===== config.mk =====
export PLATFORM = sky130hd
export DESIGN_NAME = vram_arbiter
export DESIGN_NICKNAME = d
export VERILOG_FILES = /design/src/rtl/vram_pkg.sv /design/src/rtl/vram_wr_fifo.sv /design/src/rtl/vram_arbiter.sv
export SDC_FILE = /design/constraint.sdc
export NUM_CORES = 1
export LEC_CHECK = 0
export ABC_AREA = 1
export CAP_MARGIN = 20
export CORE_UTILIZATION = 54
export DETAILED_ROUTE_END_ITERATION = 16
export PLACE_DENSITY_LB_ADDON = 0.1
export SLEW_MARGIN = 0
export SYNTH_ARGS = -nofsm -noshare
export SYNTH_HDL_FRONTEND = slang
export SYNTH_HIERARCHICAL = 1
export SYNTH_SLANG_ARGS = --single-unit
export TNS_END_PERCENT = 10

===== constraint.sdc =====
create_clock -name clk -period 3.4 [get_ports clk]
set_input_delay 1.02 -clock clk [delete_from_list [all_inputs] [get_ports clk]]
set_output_delay 1.02 -clock clk [all_outputs]
set_load 0.03 [all_outputs]

===== src/rtl/vram_pkg.sv =====
// Shared constants and FSM encoding for the VRAM arbiter.
package vram_pkg;

  localparam int ADDR_W_DEF      = 19;
  localparam int DATA_W_DEF      = 12;
  localparam int WFIFO_DEPTH_DEF = 4;

  // i_rd_req to o_rd_valid, in clock cycles
  localparam int RD_LATENCY = 3;

  typedef enum logic [1:0] {
    ST_IDLE = 2'd0,
    ST_RD   = 2'd1,
    ST_WR   = 2'd2
  } arb_state_e;

endpackage


===== src/rtl/vram_wr_fifo.sv =====
// Posted-write register FIFO with registered full flag and sticky overflow.
module vram_wr_fifo #(
  parameter int DEPTH = 4,
  parameter int WIDTH = 31
) (
  input  logic                     clk,
  input  logic                     i_rst_n,
  input  logic                     i_push,
  input  logic [WIDTH-1:0]         i_wdata,
  input  logic                     i_pop,
  output logic [WIDTH-1:0]         o_head,
  output logic [$clog2(DEPTH):0]   o_count,
  output logic                     o_full,
  output logic                     o_empty,
  output logic                     o_ovf
);

  localparam int PTR_W = $clog2(DEPTH);
  localparam int CNT_W = PTR_W + 1;

  logic [WIDTH-1:0] mem_q [DEPTH];
  logic [PTR_W-1:0] wr_ptr_q, wr_ptr_d;
  logic [PTR_W-1:0] rd_ptr_q, rd_ptr_d;
  logic [CNT_W-1:0] count_q, count_d;
  logic             full_q, full_d;
  logic             ovf_q, ovf_d;
  logic             push_ok;
  logic             pop_ok;

  // A push against a full FIFO is dropped even if the same cycle pops.
  assign push_ok = i_push && !full_q;
  assign pop_ok  = i_pop && (count_q != '0);

  always_comb begin
    wr_ptr_d = wr_ptr_q;
    rd_ptr_d = rd_ptr_q;
    count_d  = count_q;
    if (push_ok) begin
      wr_ptr_d = wr_ptr_q + PTR_W'(1);
    end
    if (pop_ok) begin
      rd_ptr_d = rd_ptr_q + PTR_W'(1);
    end
    unique case ({push_ok, pop_ok})
      2'b10:   count_d = count_q + CNT_W'(1);
      2'b01:   count_d = count_q - CNT_W'(1);
      default: count_d = count_q;
    endcase
    full_d = (count_d == CNT_W'(DEPTH));
    ovf_d  = ovf_q | (i_push & full_q);
  end

  always_ff @(posedge clk or negedge i_rst_n) begin
    if (!i_rst_n) begin
      wr_ptr_q <= '0;
      rd_ptr_q <= '0;
      count_q  <= '0;
      full_q   <= 1'b0;
      ovf_q    <= 1'b0;
    end else begin
      wr_ptr_q <= wr_ptr_d;
      rd_ptr_q <= rd_ptr_d;
      count_q  <= count_d;
      full_q   <= full_d;
      ovf_q    <= ovf_d;
    end
  end

  // Payload storage carries no reset; contents are meaningless until pushed.
  always_ff @(posedge clk) begin
    if (push_ok) begin
      mem_q[wr_ptr_q] <= i_wdata;
    end
  end

  assign o_head  = mem_q[rd_ptr_q];
  assign o_count = count_q;
  assign o_full  = full_q;
  assign o_empty = (count_q == '0);
  assign o_ovf   = ovf_q;

endmodule


===== src/rtl/vram_arbiter.sv =====
// Single-port VRAM arbiter: scanout reads win, posted writes fill idle slots.
// Define VRAM_ARB_BLANK_WR_EN to drain writes only while i_active is low.
module vram_arbiter
  import vram_pkg::*;
#(
  parameter int ADDR_W      = ADDR_W_DEF,
  parameter int DATA_W      = DATA_W_DEF,
  parameter int WFIFO_DEPTH = WFIFO_DEPTH_DEF
) (
  input  logic              clk,
  input  logic              i_rst_n,
  input  logic              i_active,
  input  logic              i_rd_req,
  input  logic [ADDR_W-1:0] i_rd_addr,
  output logic              o_rd_valid,
  output logic [DATA_W-1:0] o_rd_data,
  input  logic              i_wr_push,
  input  logic [ADDR_W-1:0] i_wr_addr,
  input  logic [DATA_W-1:0] i_wr_data,
  output logic              o_wr_full,
  output logic              o_wr_ovf,
  output logic              o_mem_en,
  output logic              o_mem_we,
  output logic [ADDR_W-1:0] o_mem_addr,
  output logic [DATA_W-1:0] o_mem_wdata,
  input  logic [DATA_W-1:0] i_mem_rdata
);

  localparam int ENTRY_W = ADDR_W + DATA_W;
  localparam int CNT_W   = $clog2(WFIFO_DEPTH) + 1;
  localparam int PIPE_W  = RD_LATENCY - 1;

  arb_state_e           state_q, state_d;
  logic [ADDR_W-1:0]    mem_addr_q, mem_addr_d;
  logic [DATA_W-1:0]    mem_wdata_q, mem_wdata_d;
  logic [PIPE_W-1:0]    rd_pipe_q, rd_pipe_d;
  logic [DATA_W-1:0]    rd_data_q, rd_data_d;

  logic [ENTRY_W-1:0]   fifo_head;
  logic [CNT_W-1:0]     fifo_count;
  logic                 fifo_empty;
  logic                 fifo_pop;
  logic                 wr_allow;

`ifdef VRAM_ARB_BLANK_WR_EN
  assign wr_allow = !i_active;
`else
  logic unused_active;
  assign unused_active = i_active;
  assign wr_allow      = 1'b1;
`endif

  vram_wr_fifo #(
    .DEPTH (WFIFO_DEPTH),
    .WIDTH (ENTRY_W)
  ) u_wr_fifo (
    .clk     (clk),
    .i_rst_n (i_rst_n),
    .i_push  (i_wr_push),
    .i_wdata ({i_wr_addr, i_wr_data}),
    .i_pop   (fifo_pop),
    .o_head  (fifo_head),
    .o_count (fifo_count),
    .o_full  (o_wr_full),
    .o_empty (fifo_empty),
    .o_ovf   (o_wr_ovf)
  );

  // Decision for the command issued next cycle; address/data hold when idle.
  always_comb begin
    state_d     = ST_IDLE;
    fifo_pop    = 1'b0;
    mem_addr_d  = mem_addr_q;
    mem_wdata_d = mem_wdata_q;
    if (i_rd_req) begin
      state_d    = ST_RD;
      mem_addr_d = i_rd_addr;
    end else if ((fifo_count != '0) && !fifo_empty && wr_allow) begin
      state_d     = ST_WR;
      fifo_pop    = 1'b1;
      mem_addr_d  = fifo_head[ENTRY_W-1:DATA_W];
      mem_wdata_d = fifo_head[DATA_W-1:0];
    end
  end

  // Stage 0 marks the cycle the RAM returns data, the last stage is o_rd_valid.
  always_comb begin
    rd_pipe_d = {rd_pipe_q[PIPE_W-2:0], state_q == ST_RD};
    rd_data_d = rd_pipe_q[0] ? i_mem_rdata : rd_data_q;
  end

  always_ff @(posedge clk or negedge i_rst_n) begin
    if (!i_rst_n) begin
      state_q <= ST_IDLE;
    end else begin
      state_q <= state_d;
    end
  end

  always_ff @(posedge clk or negedge i_rst_n) begin
    if (!i_rst_n) begin
      mem_addr_q  <= '0;
      mem_wdata_q <= '0;
      rd_pipe_q   <= '0;
      rd_data_q   <= '0;
    end else begin
      mem_addr_q  <= mem_addr_d;
      mem_wdata_q <= mem_wdata_d;
      rd_pipe_q   <= rd_pipe_d;
      rd_data_q   <= rd_data_d;
    end
  end

  assign o_mem_en    = (state_q != ST_IDLE);
  assign o_mem_we    = (state_q == ST_WR);
  assign o_mem_addr  = mem_addr_q;
  assign o_mem_wdata = mem_wdata_q;
  assign o_rd_valid  = rd_pipe_q[PIPE_W-1];
  assign o_rd_data   = rd_data_q;

endmodule


==> results.md <==
- Worst Path Required: roughly 3.8 ns
- Yosys reg bits: 180
- # diodes: 0
- CTS tree: built
- Initial Util: between 50 and 60%
- R2R depth: 13
- GR Util met2: 36.88%
- Total iterations of the first detailed-routing run: 5
- Max-Cap Viols: 0
- P&R area growth vs syn: 24.67%
- Post-CTS Hold Buffers: 0
- Port-buffer cells: between 100 and 150
- Initial antenna violation count: 0
- Global-route wire length before repair: 23.65 mm
- Core ar.: between 10000 and 15000 um^2
- RePlAce Congestion: 0.7550
- Actual slew at the worst max-slew pin: about 0.7 ns
- # rows: 42
- WP data arrival: a little over 3 ns
- Total number of vias: between 4k and 5k
- Status: completed
- CTS sink count: between 150 and 200
- Top cells by area, synth: edfxtp_1 51%, dfrtp_1 19%, nand2_1 6.7%
- Worst skew pair latency: ~0.42 ns
- Ports: around 120
- Commonest cells post-synth: 131 x nand2_1, 124 x edfxtp_1, 67 x nor2_1, 56 x dfrtp_1, 53 x o21ai_1
- Clock root buffer: clkbuf_16
- Gr usage total: approximately 22%
- Worst Setup End Kind: register
- Via count of the first global-routing pass: about 4.7k
- Total wire length: about 15 mm
- Post-synth top flop: edfxtp_1
- WHS: between 0.4 and 0.5 ns
- Power Dens Cells: around 910 nW/um^2
- Lkg Pwr: around 3.6 nW
- Final Hold Viols: 0
- Most common cell in the synthesized netlist: nand2_1
- Yosys top cell area share: approximately 51%
- Post-synthesis average cell area: approximately 12 um^2
- Iteration-0 DRC Markers: 365
- Largest net degree at the start of global routing: 65
- Syn Nets: between 600 and 700
- Hold Path End: rd_pipe_q[0]$_DFF_PN0_
- Htree depth: 4
- CTS max path bufs: 2
- Worst Hold Class: reg -> reg
- Via/cell ratio: 5.414
- Fin area: 9119 um^2
- Post-synthesis sequential area ratio: between 70% and 80%
- Grt ovf: 0
- R2r setup slk: roughly 1.1 ns
- Final setup viols: 0
- Post_cts resized: 0
- Die X: between 100 and 150 um
- Synth Warn #: 6
- Crit path kind: in -> reg
- DRC violations left: 0
- Met1 Use GR: between 20 and 30%
- RSZ-0062 raised after global routing: no
- Grt met3 use: approximately 5.3%
- Nets: a little under 800
- R2r endpoint: u_wr_fifo/o_full$_DFF_PN0_
- Post-synth cell types: 28
- Layout cell share with drive strength beyond 1: about 10%
- Post-CTS Setup Inserts: 0
- Startpoint types: input port
- Cells after Synth: between 500 and 600
- DP HPWL: 9.011 mm
- Area post-placement: around 8500 um^2
- Clock buffer count from CTS: 17
- Fillers: 962
- Detail Route Antenna Nets: 0
- Peak fanout along the critical path: 3
- Avg WL per Cell: 16.50 um
- Max IR drop VDD: around 0.48 mV
- Asr flop ratio synth: about 31%
- Max Clk Rate: around 370 MHz
- Die area: roughly 14000 um^2
- Post-synth EDFFs: 124
- Hold_sp: state_q[1]$_DFF_PN0_
- Hold path depth: 1
- Final worst-path cycle share: between 70% and 80%
- Final Slew Violations: 0
- Biggest area consumer among synthesized cells: edfxtp_1
- Total Neg Setup Slack: 0 ns
- Die height: approximately 120 um
- Worst slew margin: between 50% and 60%
- Gr busiest metal: met2
- Reg-to-Reg Start: u_wr_fifo/o_count[2]$_DFF_PN0_
- Worst-path clk slew: 0.06 ns
- Mapped cell area: between 7000 and 8000 um^2
- Post-route minimum period: approximately 2.7 ns
- Clk_skew: between 0.004 and 0.005 ns
metal layers:
metal	vias up	wire length, um
li1	2309	-
met1	2353	6380
met2	177	7235
met3	17	975
met4	0	211
met5	-	0
worst max-delay path by stage:
stage / to / depth (start not counted) / startpoint
2_1_floorplan: u_wr_fifo/mem_q[0][0]$_DFFE_PP_ / 2 / i_wr_push
3_5_place_dp: u_wr_fifo/o_full$_DFF_PN0_ / 13 / i_rd_req
5_1_grt: u_wr_fifo/o_full$_DFF_PN0_ / 13 / i_rd_req
6_report: u_wr_fifo/o_full$_DFF_PN0_ / 13 / i_rd_req
3_3_place_gp: u_wr_fifo/o_full$_DFF_PN0_ / 13 / i_rd_req
4_1_cts: u_wr_fifo/o_full$_DFF_PN0_ / 13 / i_rd_req
worst max-delay path: stages:
cell,delay (ns)
clkdlybuf4s50_1,0.44
inv_2,0.07
nand3_1,0.09
inv_1,0.10
nand2_1,0.10
inv_1,0.09
ha_1,0.16
inv_1,0.07
fa_1,0.48
nand2_1,0.05
o21ai_0,0.11
nand3_1,0.12
a21oi_1,0.13
per-stage QoR:
step	utilization [%]	std cells	worst slack, ns	total power [mW]
3_5_place_dp	64.54	866	0.3175	6.457
2_1_floorplan	-	596	0.4668	5.490
6_report	68.86	897	0.7187	8.295
3_3_place_gp	64.54	866	0.3782	6.368
4_1_cts	68.86	897	0.7427	8.353
5_1_grt	68.86	897	0.5279	8.745
layout make-up:
type	count	area (um^2)	area share (%)
sequential	180	5126	56.22
multi-input combinational	359	1817	19.92
timing repair buffer	127	1281	14.05
clock buffer	19	432.9	4.748
tap	176	220.2	2.415
clock inverter	12	138.9	1.523
inverter	24	102.6	1.125
registers in the layout, indices dropped and copies added (netlist names):
register and cells:
u_wr_fifo/mem_q 124, o_mem_addr 19, o_mem_wdata 12, o_rd_data 12, u_wr_fifo/o_count 3, rd_pipe_q 2, state_q 2, u_wr_fifo/rd_ptr_q 2
u_wr_fifo/wr_ptr_q 2, u_wr_fifo/o_full 1, u_wr_fifo/o_ovf 1
cell families (layout without fill, tap and decap cells):
group / Yosys count / in the layout / synth area share (%)
compound gates: 98 / 98 / 7.783
flops: 180 / 180 / 70.06
mux: 12 / 12 / 1.847
buf+inv: 57 / 182 / 5.508
fa+ha+maj: 6 / 6 / 1.129
xor+xnor: 2 / 2 / 0.2395
simple gates: 241 / 241 / 13.43
cell usage in the layout (no fill, tap or decap), drive strengths merged, types with 3 or more instances in the layout:
cell	n
ha	5
o22ai	31
clkdlybuf4s50	112
dfrtp	56
o21ai	64
clkinv	7
bufinv	3
nand2	134
mux2	12
nor2	70
inv	24
nand3	24
edfxtp	124
clkbuf	19
nand4	13
buf	15
power by group:
group          internal [mW]  switching, mW  total [mW]
sequential              2.96          0.304        3.26
clock                   1.14          0.756        1.89
combinational           1.17           1.97        3.14
total                   5.26           3.03        8.29
(Power assumes the default switching activity.)
